### src/rtl/a2d_intf_if.sv
`default_nettype none
//==============================================================================
// Module : a2d_intf_if
// Desc   : Conversion request/result bundle and ADC128S SPI pins for a2d_intf.
// Rev    : 1.0
//==============================================================================
interface a2d_intf_if;
    logic        nxt;
    logic        busy;
    logic [11:0] lft_ld;
    logic [11:0] rght_ld;
    logic [11:0] batt;
    logic        A2D_SS_n;
    logic        A2D_SCLK;
    logic        A2D_MOSI;
    logic        A2D_MISO;

    modport master (
        input  nxt, A2D_MISO,
        output busy, lft_ld, rght_ld, batt, A2D_SS_n, A2D_SCLK, A2D_MOSI
    );

    modport slave (
        output nxt, A2D_MISO,
        input  busy, lft_ld, rght_ld, batt, A2D_SS_n, A2D_SCLK, A2D_MOSI
    );
endinterface
`default_nettype wire

### src/rtl/a2d_intf.sv
`default_nettype none
//==============================================================================
// Module : a2d_intf
// Desc   : ADC128S SPI master with round-robin left/right/battery sequencing.
// Rev    : 1.0
//==============================================================================
module a2d_intf #(
    parameter logic [2:0] LFT_CH  = 3'd0,
    parameter logic [2:0] RGHT_CH = 3'd4,
    parameter logic [2:0] BATT_CH = 3'd5
) (
    input  logic       clk,
    input  logic       rst_n,
    a2d_intf_if.master bus
);

    typedef enum logic [2:0] {
        IDLE  = 3'd0,
        CMD   = 3'd1,
        GAP   = 3'd2,
        READ  = 3'd3,
        STORE = 3'd4
    } state_t;

    // Divider preload gives SCLK high with an 8-clk front porch
    localparam logic [4:0] DIV_LOAD = 5'b10111;
    localparam logic [4:0] DIV_RISE = 5'b01111;
    localparam logic [4:0] DIV_FALL = 5'b11111;
    localparam logic [4:0] NUM_BITS = 5'd16;

    state_t      state_q,   state_d;
    logic [1:0]  ptr_q,     ptr_d;
    logic [4:0]  div_q,     div_d;
    logic [4:0]  bit_cnt_q, bit_cnt_d;
    logic [15:0] tx_q,      tx_d;
    logic [11:0] rx_q,      rx_d;
    logic        ss_n_q,    ss_n_d;
    logic        busy_q,    busy_d;
    logic [11:0] lft_q,     lft_d;
    logic [11:0] rght_q,    rght_d;
    logic [11:0] batt_q,    batt_d;

    logic [2:0]  ch_sel;
    logic [15:0] cmd_word;

    always_comb begin
        case (ptr_q)
            2'd1:    ch_sel = RGHT_CH;
            2'd2:    ch_sel = BATT_CH;
            default: ch_sel = LFT_CH;
        endcase
        cmd_word = {2'b00, ch_sel, 11'h000};
    end

    always_comb begin
        state_d   = state_q;
        ptr_d     = ptr_q;
        div_d     = div_q;
        bit_cnt_d = bit_cnt_q;
        tx_d      = tx_q;
        rx_d      = rx_q;
        ss_n_d    = ss_n_q;
        busy_d    = busy_q;
        lft_d     = lft_q;
        rght_d    = rght_q;
        batt_d    = batt_q;

        case (state_q)
            IDLE: begin
                if (bus.nxt) begin
                    state_d   = CMD;
                    busy_d    = 1'b1;
                    ss_n_d    = 1'b0;
                    div_d     = DIV_LOAD;
                    tx_d      = cmd_word;
                    bit_cnt_d = 5'd0;
                end
            end

            CMD, READ: begin
                // After the 16th rise the would-be falling edge ends the frame instead
                if (div_q == DIV_FALL && bit_cnt_q == NUM_BITS) begin
                    ss_n_d  = 1'b1;
                    div_d   = DIV_LOAD;
                    state_d = (state_q == CMD) ? GAP : STORE;
                end else begin
                    div_d = div_q + 5'd1;
                    if (div_q == DIV_RISE) begin
                        rx_d      = {rx_q[10:0], bus.A2D_MISO};
                        bit_cnt_d = bit_cnt_q + 5'd1;
                    end
                    if (div_q == DIV_FALL) begin
                        tx_d = {tx_q[14:0], 1'b0};
                    end
                end
            end

            GAP: begin
                state_d   = READ;
                ss_n_d    = 1'b0;
                div_d     = DIV_LOAD;
                tx_d      = cmd_word;
                bit_cnt_d = 5'd0;
            end

            STORE: begin
                case (ptr_q)
                    2'd0:    lft_d  = rx_q;
                    2'd1:    rght_d = rx_q;
                    default: batt_d = rx_q;
                endcase
                ptr_d   = (ptr_q == 2'd2) ? 2'd0 : ptr_q + 2'd1;
                busy_d  = 1'b0;
                state_d = IDLE;
            end

            default: state_d = IDLE;
        endcase
    end

    always_ff @(posedge clk or negedge rst_n) begin
        if (!rst_n) begin
            state_q   <= IDLE;
            ptr_q     <= 2'd0;
            div_q     <= DIV_LOAD;
            bit_cnt_q <= 5'd0;
            tx_q      <= 16'h0000;
            rx_q      <= 12'h000;
            ss_n_q    <= 1'b1;
            busy_q    <= 1'b0;
            lft_q     <= 12'h000;
            rght_q    <= 12'h000;
            batt_q    <= 12'h000;
        end else begin
            state_q   <= state_d;
            ptr_q     <= ptr_d;
            div_q     <= div_d;
            bit_cnt_q <= bit_cnt_d;
            tx_q      <= tx_d;
            rx_q      <= rx_d;
            ss_n_q    <= ss_n_d;
            busy_q    <= busy_d;
            lft_q     <= lft_d;
            rght_q    <= rght_d;
            batt_q    <= batt_d;
        end
    end

    assign bus.A2D_SS_n = ss_n_q;
    assign bus.A2D_SCLK = div_q[4];
    assign bus.A2D_MOSI = tx_q[15];
    assign bus.busy     = busy_q;
    assign bus.lft_ld   = lft_q;
    assign bus.rght_ld  = rght_q;
    assign bus.batt     = batt_q;

endmodule
`default_nettype wire

### src/flat_wrapper.sv
// flat-port wrapper written by rule: the top's interface ports become plain ports
module a2d_intf_flat 
#(
    parameter logic [2:0] LFT_CH  = 3'd0,
    parameter logic [2:0] RGHT_CH = 3'd4,
    parameter logic [2:0] BATT_CH = 3'd5
)
  (clk, rst_n, bus_nxt, bus_A2D_MISO, bus_busy, bus_lft_ld, bus_rght_ld, bus_batt, bus_A2D_SS_n, bus_A2D_SCLK, bus_A2D_MOSI);
  a2d_intf_if bus_i ();
  input  logic clk;
  input  logic rst_n;
  input wire logic [$bits(bus_i.nxt)-1:0] bus_nxt;
  input wire logic [$bits(bus_i.A2D_MISO)-1:0] bus_A2D_MISO;
  output wire logic [$bits(bus_i.busy)-1:0] bus_busy;
  output wire logic [$bits(bus_i.lft_ld)-1:0] bus_lft_ld;
  output wire logic [$bits(bus_i.rght_ld)-1:0] bus_rght_ld;
  output wire logic [$bits(bus_i.batt)-1:0] bus_batt;
  output wire logic [$bits(bus_i.A2D_SS_n)-1:0] bus_A2D_SS_n;
  output wire logic [$bits(bus_i.A2D_SCLK)-1:0] bus_A2D_SCLK;
  output wire logic [$bits(bus_i.A2D_MOSI)-1:0] bus_A2D_MOSI;
  assign bus_i.nxt = bus_nxt;
  assign bus_i.A2D_MISO = bus_A2D_MISO;
  assign bus_busy = bus_i.busy;
  assign bus_lft_ld = bus_i.lft_ld;
  assign bus_rght_ld = bus_i.rght_ld;
  assign bus_batt = bus_i.batt;
  assign bus_A2D_SS_n = bus_i.A2D_SS_n;
  assign bus_A2D_SCLK = bus_i.A2D_SCLK;
  assign bus_A2D_MOSI = bus_i.A2D_MOSI;
  a2d_intf #(.LFT_CH(LFT_CH), .RGHT_CH(RGHT_CH), .BATT_CH(BATT_CH)) u_core (.clk(clk), .rst_n(rst_n), .bus(bus_i));
endmodule
### config.mk
export PLATFORM = sky130hd
export DESIGN_NAME = a2d_intf_flat
export DESIGN_NICKNAME = d
export VERILOG_FILES = /design/src/rtl/a2d_intf_if.sv /design/src/rtl/a2d_intf.sv /design/src/flat_wrapper.sv
export SDC_FILE = /design/constraint.sdc
export NUM_CORES = 1
export LEC_CHECK = 0
export CORE_MARGIN = 3
export CORE_UTILIZATION = 35
export DETAILED_ROUTE_END_ITERATION = 12
export SETUP_SLACK_MARGIN = 0.15
export SLEW_MARGIN = 15
export SYNTH_ARGS = -nofsm -noshare
export SYNTH_HDL_FRONTEND = slang
export SYNTH_SLANG_ARGS = --single-unit
export TNS_END_PERCENT = 30
### constraint.sdc
create_clock -name clk -period 3.5 [get_ports clk]
set_clock_uncertainty 0.2 [all_clocks]
set_input_delay 0.7 -clock clk [delete_from_list [all_inputs] [get_ports clk]]
set_output_delay 0.7 -clock clk [all_outputs]
set_load 0.02 [all_outputs]
# After elaboration in Yosys (flattened, before gate mapping)
# Cells that the tools add are included.
[word_totals]
ff_bits = 81
input_bits = 4
out_inout_bits = 40
elab_cells = 69
[classes]
addsub = 3
n_eq_ne = 14
mux = 22
n_bitwise = 2
reduce_logical = 17
[op_table]
columns = ["op", "count"]
rows = [
  ["$mux W16", 3],
  ["$pmux W16 S3", 1],
  ["$pmux W5 S3", 2],
  ["$mux W5", 5],
  ["$reduce_and A2 Y1", 6],
  ["$add A5 B1 Y5 const B", 2],
  ["$eq A5 B5 Y1 const B", 2],
  ["$mux W3", 3],
  ["$pmux W3 S3", 1],
  ["$reduce_and A4 Y1", 2],
  ["$eq A3 B2 Y1 const B", 2],
  ["$ne A2 B1 Y1 const B", 3],
  ["$pmux W3 S2", 1],
  ["$reduce_and A3 Y1", 2],
  ["$eq A5 B4 Y1 const B", 1],
  ["$ne A2 B2 Y1 const B", 2],
  ["$reduce_or A2 Y1", 2],
  ["$eq A3 B1 Y1 const B", 1],
  ["$eq A3 B3 Y1 const B", 1],
  ["$logic_not A3 Y1", 1],
  ["$mux W1", 3],
  ["$pmux W1 S3", 1],
  ["$reduce_bool A3 Y1", 1],
  ["$add A2 B1 Y2 const B", 1],
  ["8 further kinds", 9],
]

# Longest topological paths before layout
[logic_depth]
ltp_word = 4
depth_mapped = 8

# Least setup slack after synthesis
# Ideal clock, no wire load.
[synth_path]
path_kind = "flip-flop to flip-flop"
start = "reg u_core.div_q[0]"
end = "reg u_core.rx_q[10]"
setup_time_ns = 0.125
arrival_ns = 1.829
required_ns = 3.175
setup_slack_ns = 1.347
path_stages_with_launch = 8
path_buffers = 1
synth_period_minus_slack_ns = 2.153
cell_sequence = "dfstp_2 -> ha_1 -> and3_1 -> ha_1 -> o21ai_4 -> nor2_2 -> buf_6 -> mux2_2"
[synth_via]
elab_chain_len = 4
[synth_lines]
columns = ["item", "line", "rtl"]
rows = [
  ["start: declaration", "a2d_intf.sv:33", "logic [4:0] div_q, div_d;"],
  ["start signal: assignment", "a2d_intf.sv:137", "div_q <= div_d;"],
  ["$eq A5 B5 Y1", "a2d_intf.sv:82", "if (div_q == DIV_FALL && bit_cnt_q == NUM_BITS) begin"],
  ["$logic_and A1 B1 Y1", "a2d_intf.sv:82", ""],
  ["$not A1 Y1 (no source line)", "-", ""],
  ["$reduce_and A3 Y1 (no source line) *", "-", ""],
  ["end signal: assignment", "a2d_intf.sv:140", "rx_q <= rx_d;"],
  ["end: declaration", "a2d_intf.sv:36", "logic [11:0] rx_q, rx_d;"],
]
# Every way passes the cells marked *; elsewhere a longest branch is shown, timed or not.
# A chain may end at the register's enable or synchronous reset.

# Worst setup path after layout
[layout_path]
start = "reg u_core.div_q[0]"
end = "reg u_core.rx_q[1]"
# The elaborated chain is that of the path after synthesis.

==> impl_metrics.ini <==
[timing]
worst_pin_slew_ns = 0.756
report.final.slew_viol_count = 0
maxSlewHeadroom_pct = 49.6
fmax_mhz = 392
tns_ns = 0
rsz0062_at_grt = no
fin_crit_ns = 2.55
setup_viol = 0
fin_crit_sh_pct = 72.9
hold_viol = 0
holdWs_ns = 0.153

[final_layout]
syn2layout_area_growth_pct = 24.8
finalNetCount = 278
fillers = 768
drive_gt1_share_pct = 28.8
postLayoutCoreUtil_pct = 45.4
diodes = 0

[route]
wire_per_inst_microns = 15.5
drcViolationCount = 0
wirelength_microns = 5850
drt_iter0_drc = 57
dr.pass1.iters = 4
vias = 1857
antenna_left = 0
viasPerCell = 4.94

[global_route]
grt_first_pass_wirelength_microns = 10100
grt_overflow = 0
grt_max_degree = 47
grt_pass1_vias = 1989
grt_usage_pct = 13.4
antenna_found_initial = 0

[yosys]
yosysSeqAreaShare_pct = 58.2
synthTopCellsByCount = 65 x dfrtp_1, 38 x mux2_2, 11 x mux2_4
yosys.area.top_type_share_pct = 53.8
post-synth-top-area-cell = dfrtp_1
synth_area_leaders = dfrtp_1 54%, mux2_2 14%, mux2_4 5.5%, dfstp_2 4.3%, ha_1 3.3%
syn_area_sq_um = 3020
synth-async-reset-ratio_pct = 100
avgSynthCellArea_sq_um = 13.7
synth_ff_type = dfrtp_1
synth_most_common_cell = dfrtp_1
yosysWarnings = 0
synth_nets = 232
ys_ff_latch = 70
ys_types = 38
syn_inst = 220
synth_edf_count = 0

[clock_tree]
htreeDepth = 3
insertion_delay_ns = 0.36
clkTransAtPathRegs_ns = 0.08
cts_hold_buf = 0
clock-sinks = 70
cts_tree = built
cts_buffers = 9
cts_resized = 0
post_cts_buffers = 0
cts-root-buf = clkbuf_8
cts_buffer_depth = 2

[worst_hold_path]
hold_path_class = in -> async

[setup_path]
rr_startpoint = u_core.div_q[0]$_DFFE_PN1P_
crit_type = reg -> reg
critPathLaunchType = register
crit-reg2reg-capture = u_core.rx_q[1]$_DFFE_PN0P_
rr_worst_depth = 6
arrival_ns = 2.59
r2r_setup_slack_ns = 0.95
end_kind = register
worstPathRequired_ns = 3.54
critical_path.max_fanout = 12

[job]
maxCapViolCount = 0

[power_and_ir_drop]
comb_power_share_pct = 17.9
p_total_mw = 2.18
clockPowerShare_pct = 34.6
p_seq_share_pct = 47.5
switchingPower_mw = 0.641
irDropWorstVdd_mv = 0.222
internal_power_mw = 1.54
p_leak_nw = 1.82
switching_share_pct = 29.4
power_density_nw_per_um2 = 578

[die]
rows = 33
die_width_microns = 98.9
fp.dieH_microns = 98.9
initial_core_util_pct = 36.4
core_region_area_sq_um = 8300
dieArea_sq_um = 9780
io_pins = 44

[placement]
routabilityCongestion = 0.815
hpwl_microns = 3770
io_buffer_count = 43

[run_status]
status = finished clean
-- cells by family after synthesis --
family,share of synthesized area (%)
AOI/OAI and AO/OA,6.29
xor gates and xnor gates,0.580
adders and majority gates,3.31
buffers and inverters,3.06
DFF,58.2
muxes,20.3
and+or+nand+nor,8.28
-- metal layers --
metal / routed length, microns / vias up / global-route usage (%)
li1: - / 868 / -
met1: 2810 / 936 / 17.5
met2: 2600 / 43 / 19.8
met3: 350 / 10 / 6.09
met4: 86 / 0 / 4.10
met5: 0 / - / 0
-- worst max-delay path, cell delays in order, from the launching register on --
cell,delay [ns]
dfstp_2,0.56
ha_1,0.17
and3_1,0.19
ha_1,0.27
o21ai_4,0.13
nor2_2,0.51
mux2_2,0.40
-- cell usage in the layout, fill, tap and decap left out, types with 2 or more instances in the layout --
master and instances:
dfrtp_1 65, clkdlybuf4s50_1 42, mux2_2 38, mux2_4 11
inv_1 10, nand2_1 10, o21ai_0 9, clkbuf_8 9
ha_1 8, and3_1 7, nor2_1 6, a21oi_1 6
nand3_1 5, dfstp_2 5, a21o_1 4, nor4_1 3
inv_6 3, nor3_1 2, a31oi_1 2, mux2i_1 2
bufinv_16 2, clkinv_4 2
-- per-stage QoR --
stage	worst slack (ns)	cells	cell area, sq um
6_report	0.947	376	3770
5_1_grt	0.835	376	3770
4_1_cts	0.940	376	3770
3_5_place_dp	0.965	360	3540
3_3_place_gp	1.01	360	3540
2_1_floorplan	1.35	220	3020
-- sequential cells by signal, indices dropped and copies added, names as in the netlist --
name and count:
u_core.bit_cnt_q 5, u_core.bus.A2D_SS_n 1, u_core.bus.batt 12, u_core.bus.busy 1
u_core.bus.lft_ld 12, u_core.bus.rght_ld 12, u_core.div_q 5, u_core.ptr_q 2
u_core.rx_q 12, u_core.state_q 3, u_core.tx_q 5
-- cell type report --
cell class / instances / area, sq um / area share, %
Tap cell: 105 / 131 / 3.48
Clock inverter: 7 / 104 / 2.75
Multi-Input combinational cell: 131 / 1170 / 31.1
Sequential cell: 70 / 1760 / 46.6
Inverter: 10 / 37.5 / 0.995
Clock buffer: 9 / 124 / 3.28
Timing Repair Buffer: 44 / 445 / 11.8
-- worst max path at each step --
stage / slack (ns) / start / depth (start not counted) / end
floorplan: 1.35 / u_core.div_q[0]$_DFFE_PN1P_ / 7 / u_core.rx_q[10]$_DFFE_PN0P_
global placement: 1.01 / u_core.div_q[0]$_DFFE_PN1P_ / 6 / u_core.rx_q[0]$_DFFE_PN0P_
detailed placement: 0.97 / u_core.div_q[0]$_DFFE_PN1P_ / 6 / u_core.rx_q[3]$_DFFE_PN0P_
CTS: 0.94 / u_core.div_q[0]$_DFFE_PN1P_ / 6 / u_core.rx_q[1]$_DFFE_PN0P_
global route: 0.83 / u_core.div_q[0]$_DFFE_PN1P_ / 6 / u_core.rx_q[0]$_DFFE_PN0P_
finish: 0.95 / u_core.div_q[0]$_DFFE_PN1P_ / 6 / u_core.rx_q[1]$_DFFE_PN0P_
-- power by group through the flow --
| stage | combinational, mW | sequential [mW] | clock, mW |
|---|---|---|---|
| 2_1_floorplan | 0.274 | 1.04 | 0 |
| 3_3_place_gp | 0.387 | 1.05 | 0 |
| 3_5_place_dp | 0.396 | 1.05 | 0 |
| 4_1_cts | 0.398 | 1.04 | 0.780 |
| 5_1_grt | 0.451 | 1.06 | 0.812 |
| 6_report | 0.390 | 1.04 | 0.754 |
Note: power is estimated with default switching activity, not from simulation.
